**src/rtl/hrange_stream_if.sv**
```systemverilog
// hrange_stream_if: start/parameter inputs and the output stream of the
// hrange_stream range generator, bundled into one port.
// Optional feature macro: HRANGE_STREAM_INDEX_EN adds the _index ordinal.
//   master : the launcher/consumer side (drives _start, operands, _0_ready)
//   slave  : the generator side
interface hrange_stream_if #(
  parameter int WIDTH = 32
);
  logic                    _start;
  logic signed [WIDTH-1:0] base;
  logic signed [WIDTH-1:0] limit;
  logic signed [WIDTH-1:0] step;
  logic                    _0_ready;
  logic signed [WIDTH-1:0] _0;
  logic                    _valid;
  logic                    _ready;
  logic                    _busy;
`ifdef HRANGE_STREAM_INDEX_EN
  logic        [WIDTH-1:0] _index;
`endif

  modport master (
    output _start, base, limit, step, _0_ready,
`ifdef HRANGE_STREAM_INDEX_EN
    input  _index,
`endif
    input  _0, _valid, _ready, _busy
  );

  modport slave (
    input  _start, base, limit, step, _0_ready,
`ifdef HRANGE_STREAM_INDEX_EN
    output _index,
`endif
    output _0, _valid, _ready, _busy
  );
endinterface

```
**src/rtl/hrange_stream.sv**
```systemverilog
// hrange_stream: range iterator. After an accepted _start it streams
// base, base+step, ... while the value stays strictly on the base side of
// limit, honouring consumer backpressure, then pulses _ready for one cycle.
// Range tests use WIDTH+1 bit signed arithmetic, so a step that would wrap
// around the WIDTH-bit range terminates the sequence instead of emitting.
// Optional feature macro: HRANGE_STREAM_INDEX_EN adds the _index ordinal.
module hrange_stream #(
  parameter int WIDTH = 32
) (
  input  logic           _clock,
  input  logic           _reset,
  hrange_stream_if.slave s
);

  typedef enum logic {
    IDLE = 1'b0,
    EMIT = 1'b1
  } state_e;

  typedef logic signed [WIDTH:0] wide_t;

  state_e                  state_q, state_d;
  logic signed [WIDTH-1:0] data_q, data_d;
  logic signed [WIDTH-1:0] limit_q, limit_d;
  logic signed [WIDTH-1:0] step_q, step_d;
  logic                    done_q, done_d;
`ifdef HRANGE_STREAM_INDEX_EN
  logic        [WIDTH-1:0] index_q, index_d;
`endif

  // Sign-extended operands: incoming ones for the launch test, latched
  // ones for the per-handshake test.
  wide_t in_base_w, in_limit_w, in_step_w;
  wide_t data_w, limit_w, step_w, nxt_w;

  assign in_base_w  = {s.base[WIDTH-1],  s.base};
  assign in_limit_w = {s.limit[WIDTH-1], s.limit};
  assign in_step_w  = {s.step[WIDTH-1],  s.step};
  assign data_w     = {data_q[WIDTH-1],  data_q};
  assign limit_w    = {limit_q[WIDTH-1], limit_q};
  assign step_w     = {step_q[WIDTH-1],  step_q};
  assign nxt_w      = data_w + step_w;

  // x lies strictly on the base side of lim for the direction of stp;
  // a zero step describes an empty sequence.
  function automatic logic in_range(input wide_t x, input wide_t lim,
                                    input wide_t stp);
    logic r;
    if (stp == '0) begin
      r = 1'b0;
    end else if (stp[WIDTH]) begin
      r = (x > lim);
    end else begin
      r = (x < lim);
    end
    return r;
  endfunction

  // Next-state logic: launch in IDLE, advance or finish on each handshake.
  always_comb begin
    // NOTE: every _d takes its hold value first, so no path leaves a
    // signal unassigned and no latch is inferred.
    state_d = state_q;
    data_d  = data_q;
    limit_d = limit_q;
    step_d  = step_q;
    done_d  = 1'b0;
`ifdef HRANGE_STREAM_INDEX_EN
    index_d = index_q;
`endif
    unique case (state_q)
      IDLE: begin
        if (s._start) begin
          limit_d = s.limit;
          step_d  = s.step;
`ifdef HRANGE_STREAM_INDEX_EN
          index_d = '0;
`endif
          if (in_range(in_base_w, in_limit_w, in_step_w)) begin
            state_d = EMIT;
            data_d  = s.base;
          end else begin
            done_d = 1'b1;
          end
        end
      end
      EMIT: begin
        // _start is deliberately not looked at here: no restart mid-run.
        if (s._0_ready) begin
          if (in_range(nxt_w, limit_w, step_w)) begin
            data_d = nxt_w[WIDTH-1:0];
`ifdef HRANGE_STREAM_INDEX_EN
            index_d = index_q + WIDTH'(1);
`endif
          end else begin
            state_d = IDLE;
            done_d  = 1'b1;
          end
        end
      end
      default: state_d = IDLE;
    endcase
  end

  // State and datapath registers with asynchronous active-low reset.
  always_ff @(posedge _clock or negedge _reset) begin
    // NOTE: these are individual flops rather than a memory array, so all
    // of them take the async reset; a mid-run reset clears everything.
    if (!_reset) begin
      state_q <= IDLE;
      data_q  <= '0;
      limit_q <= '0;
      step_q  <= '0;
      done_q  <= 1'b0;
    end else begin
      // NOTE: non-blocking assignments, so every flop updates from the
      // values present before the edge regardless of statement order.
      state_q <= state_d;
      data_q  <= data_d;
      limit_q <= limit_d;
      step_q  <= step_d;
      done_q  <= done_d;
    end
  end

`ifdef HRANGE_STREAM_INDEX_EN
  // Ordinal of the element currently presented on _0.
  always_ff @(posedge _clock or negedge _reset) begin
    if (!_reset) begin
      index_q <= '0;
    end else begin
      index_q <= index_d;
    end
  end

  assign s._index = index_q;
`endif

  // _valid and _busy both mean "in EMIT"; _ready is the registered pulse
  // raised only on the transition into (or staying in) IDLE, so it can
  // never coincide with _valid.
  assign s._0     = data_q;
  assign s._valid = (state_q == EMIT);
  assign s._busy  = (state_q == EMIT);
  assign s._ready = done_q;

endmodule

```
**src/flat_wrapper.sv**
```systemverilog
// flat-port wrapper written by rule: the top's interface ports become plain ports
module hrange_stream_flat 
#(
  parameter int WIDTH = 32
)
  (_clock, _reset, s__start, s_base, s_limit, s_step, s__0_ready, s__0, s__valid, s__ready, s__busy);
  hrange_stream_if #(.WIDTH(WIDTH)) s_i ();
  input  logic _clock;
  input  logic _reset;
  input wire logic [$bits(s_i._start)-1:0] s__start;
  input wire logic [$bits(s_i.base)-1:0] s_base;
  input wire logic [$bits(s_i.limit)-1:0] s_limit;
  input wire logic [$bits(s_i.step)-1:0] s_step;
  input wire logic [$bits(s_i._0_ready)-1:0] s__0_ready;
  output wire logic [$bits(s_i._0)-1:0] s__0;
  output wire logic [$bits(s_i._valid)-1:0] s__valid;
  output wire logic [$bits(s_i._ready)-1:0] s__ready;
  output wire logic [$bits(s_i._busy)-1:0] s__busy;
  assign s_i._start = s__start;
  assign s_i.base = s_base;
  assign s_i.limit = s_limit;
  assign s_i.step = s_step;
  assign s_i._0_ready = s__0_ready;
  assign s__0 = s_i._0;
  assign s__valid = s_i._valid;
  assign s__ready = s_i._ready;
  assign s__busy = s_i._busy;
  hrange_stream #(.WIDTH(WIDTH)) u_core (._clock(_clock), ._reset(_reset), .s(s_i));
endmodule
```
**config.mk**
```make
export PLATFORM = sky130hd
export DESIGN_NAME = hrange_stream_flat
export DESIGN_NICKNAME = d
export VERILOG_FILES = /design/src/rtl/hrange_stream_if.sv /design/src/rtl/hrange_stream.sv /design/src/flat_wrapper.sv
export SDC_FILE = /design/constraint.sdc
export NUM_CORES = 1
export LEC_CHECK = 0
export BUFFER_PORTS_ARGS = -buffer_cell sky130_fd_sc_hd__buf_2
export CELL_PAD_IN_SITES_DETAIL_PLACEMENT = 0
export CELL_PAD_IN_SITES_GLOBAL_PLACEMENT = 2
export CORE_MARGIN = 3
export CORE_UTILIZATION = 31
export DETAILED_ROUTE_END_ITERATION = 10
export PLACE_DENSITY = 0.86
export SLEW_MARGIN = 20
export SYNTH_ARGS = -nofsm -noshare
export SYNTH_HDL_FRONTEND = slang
export SYNTH_SLANG_ARGS = --single-unit
```
**constraint.sdc**
```tcl
create_clock -name _clock -period 4.3 [get_ports _clock]
set_clock_uncertainty 0.2 [all_clocks]
set_input_delay 0.86 -clock _clock [delete_from_list [all_inputs] [get_ports _clock]]
set_output_delay 0.86 -clock _clock [all_outputs]
set_load 0.02 [all_outputs]
```
==> qor.yml <==
routing:
  avgRoutedWirePerCell_um: 16.6
  drt_iter0_markers: 302
  vias: 7096
  vias_per_cell: 4.83
  finalWirelength_um: 24300
  dr.pass1.iters: 5
  drtAntennaViolNets: 0
  drc: 0
timing:
  min_period_ns: 4.82
  period_share_pct: 112
  hold_viol: 0
  post-route-worst-setup-slack_ns: -0.519
  hold_ws_ns: 0.301
  drv_slew: 0
  max_slew_margin_pct: 49.0
  setup_viol: 34
  worst_slew_pin_slew_ns: 0.765
  rsz0062_at_grt: "yes"
  fmax_mhz: 208
yosys:
  synthCells: 868
  yosys-top-cells-area: "dfrtp_1, ha_1, nand2_1"
  ys_async_sr_fraction_pct: 100
  synth_top_cell_by_area: "dfrtp_1"
  synth_edf_count: 0
  yosys_warnings: 0
  syn-num-nets: 1066
  ys_ff_latch: 98
  synth_cell_types: 65
  syn_avg_cell_area_um2: 8.48
  synth_area_um2: 7360
  ys_seq_area_share_pct: 33.3
  synth_top_area_share_pct: 33.3
  ys.flop_type: "dfrtp_1"
layout:
  drive_above_1_share_pct: 33.3
  syn_to_final_growth_pct: 40.8
  final_nets: 1348
  antenna_cells: 0
worst_setup_path:
  slowest_stage: "dfrtp_1"
  path_class: "flip-flop to flip-flop"
  crit_arrival_ns: 4.90
  critPathMaxStageDelay_ns: 0.40
  worstPathCellList: "ha_4 -> fa_2 -> a211oi_2 -> o21a_1 -> a211o_1 -> a211o_1 -> o2bb2ai_4 -> buf_4 -> o311ai_4 -> xor2_2 -> ha_1 -> nand4_1 -> buf_4 -> nor3_2 -> a211oi_2 -> o211ai_1 -> a2bb2oi_1 -> nor3_2 -> o2bb2ai_4 -> buf_6 -> buf_16 -> nand2_1 -> o21ai_1"
  crit_path_max_fanout: 8
  required_ns: 4.38
  end_kind: "flip-flop"
  cp-start-kind: "flip-flop"
floorplan:
  die-area_um2: 25600
  fp.coreArea_um2: 23000
  die_w_um: 160
  start_util_pct: 32.0
  rows: 55
  io_pins: 135
  die_h_um: 160
clocking:
  cts_tree: "done"
  cts-hold-fix-buffers: 0
  cts.clk_slew.worst_paths_ns: 0.07
  clockBufferDepth: 2
  clock_sink_count: 98
  cts_buffers: 9
  clock-root-buffer: "clkbuf_16"
  clkLatencyLatePin_ns: 0.36
  h-tree-depth: 3
grt:
  grt_antenna_before_repair: 0
  grt_start_max_net_pins: 97
  grt_pass1_vias: 7326
  overflow: 0
  grt_usage_pct: 19.1
  grt_pass1_wl_um: 39200
power:
  comb_power_share_pct: 77.1
  switching_share_pct: 45.2
  p_total_w: 0.0108
  switching_power_w: 0.00489
  power_frac_seq_pct: 15.7
  internal_power_w: 0.00593
  pwr_density_cell_nw_per_um2: 1040
  p_clk_share_pct: 7.2
  p_leak_nw: 5.29
  max-vdd-ir-drop_mv: 0.423
min_path:
  min_path_type: "flip-flop to flip-flop"
job:
  max-cap-violations: 0
placement:
  dp_slack_ns: -0.567
  portBuffers: 134
  place_hpwl_um: 19000
  place_congestion: 0.881
status:
  violations: "setup timing"
  outcome: "complete, but fails checks"
area by class of cell:
class	count	area [µm²]
Fill cell	2361	12600
Tap cell	313	392
Timing Repair Buffer	296	2000
Clock inverter	7	45.0
Multi-Input combinational cell	669	4960
Inverter	76	285
Clock buffer	9	225
Sequential cell	98	2460
sequential cells by signal, summed over array words and instances (netlist names):
signal,cells
u_core.s._busy,1
u_core.step_q,32
u_core.s._ready,1
u_core.s._0,32
u_core.limit_q,32
power by group through the flow:
stage	logic [W]	clock network (W)	registers (W)
floorplan	0.00425	0	0.00185
global placement	0.00730	0	0.00170
detailed placement	0.00738	0	0.00171
CTS	0.00800	0.000806	0.00170
global route	0.00924	0.000831	0.00176
finish	0.00834	0.000779	0.00170
through the flow:
step	setup TNS [ns]	std cells	instance area, µm²	util [%]
2_1_floorplan	-6.00	868	7620	-
3_3_place_gp	-14.63	1427	9620	41.8
3_5_place_dp	-18.36	1427	9620	41.8
4_1_cts	-16.60	1462	10200	44.5
5_1_grt	-26.42	1468	10400	45.1
6_report	-16.14	1468	10400	45.1
repair_timing:
item | in CTS | in global routing
gates cloned | 2 | 0
hold endpoints to repair | 0 | 0
pin swaps | 2 | 9
buffers inserted | 17 | 7
endpoints found under the setup margin | 34 | 34
resized for setup | 27 | 19
placed cells by master, fill, tap and decap left out, drive strengths merged, types with 5 or more instances in the layout:
cell | synthesis | routed
buf | 11 | 296
nand2 | 193 | 193
dfrtp | 98 | 98
ha | 97 | 97
o21ai | 78 | 78
inv | 75 | 76
a21oi | 57 | 57
mux2i | 29 | 29
nor4 | 21 | 21
nor2 | 19 | 19
nand4 | 17 | 17
xnor2 | 16 | 16
a21o | 14 | 14
nand3 | 13 | 13
xor2 | 12 | 12
o211ai | 10 | 10
clkbuf | 14 | 9
a211oi | 9 | 9
nor3 | 8 | 8
nand2b | 7 | 7
o21a | 6 | 6
o31ai | 6 | 6
clkinv | 1 | 6
nor2b | 5 | 5
a31oi | 5 | 5
critical path, delay by kind of cell (launching register included):
kind / cells / cell delay [ns]
compound gates: 11 / 2.18
xor+xnor: 1 / 0.17
fa+ha+maj: 3 / 0.65
buf+inv: 4 / 0.61
flops: 1 / 0.40
simple gates: 4 / 0.52
synthesized netlist by cell type, drive strengths merged, types with 2 or more instances:
cell / count
nor3: 8
and3: 3
a2bb2oi: 2
clkbuf: 14
nand2b: 7
dfrtp: 98
o21a: 6
a211oi: 9
or3: 2
and2: 3
o2bb2ai: 2
xor2: 12
a211o: 3
and4: 2
nor4: 21
o211ai: 10
or2: 2
xnor2: 16
buf: 11
o31a: 2
inv: 75
nor2b: 5
nor2: 19
o21bai: 3
a221o: 3
nand2: 193
ha: 97
o21ai: 78
a21boi: 2
a31oi: 5
mux2i: 29
a21o: 14
nand3: 13
a221oi: 3
nand4: 17
a41oi: 2
o31ai: 6
a21oi: 57
per-layer routing:
| layer | track usage (%) | vias up | routed length (µm) |
|---|---|---|---|
| met5 | 0 | - | 0 |
| met4 | 5.13 | 0 | 523 |
| met3 | 3.27 | 26 | 1030 |
| met2 | 32.7 | 140 | 11500 |
| met1 | 25.0 | 3313 | 11300 |
| li1 | - | 3617 | - |
path summary, 6_finish.rpt:
check / end / slack [ns] / startpoint / cells past startpoint
setup / recovery: u_core.s._0[0] / -0.52 / u_core.step_q[0] / 23
hold / removal: u_core.limit_q[0] / 0.30 / u_core.limit_q[0] / 2
setup reg to reg: u_core.s._0[0] / -0.52 / u_core.step_q[0] / 23
hold reg to reg: u_core.limit_q[0] / 0.30 / u_core.limit_q[0] / 2
max in group asynchronous: u_core.step_q[29] / 2.85 / _reset / 2
min in group asynchronous: u_core.limit_q[14] / 0.35 / _reset / 1
cells by family after synthesis:
logic type | after synthesis | synth area share, %
buffers and inverters | 101 | 5.32
AO/OA/AOI/OAI | 215 | 19.0
flip-flops | 98 | 33.3
XOR/XNOR | 28 | 3.53
adder cells (fa/ha/maj) | 98 | 16.8
multiplexers | 30 | 4.09
AND/OR/NAND/NOR | 298 | 18.0
(Power assumes the default switching activity.)
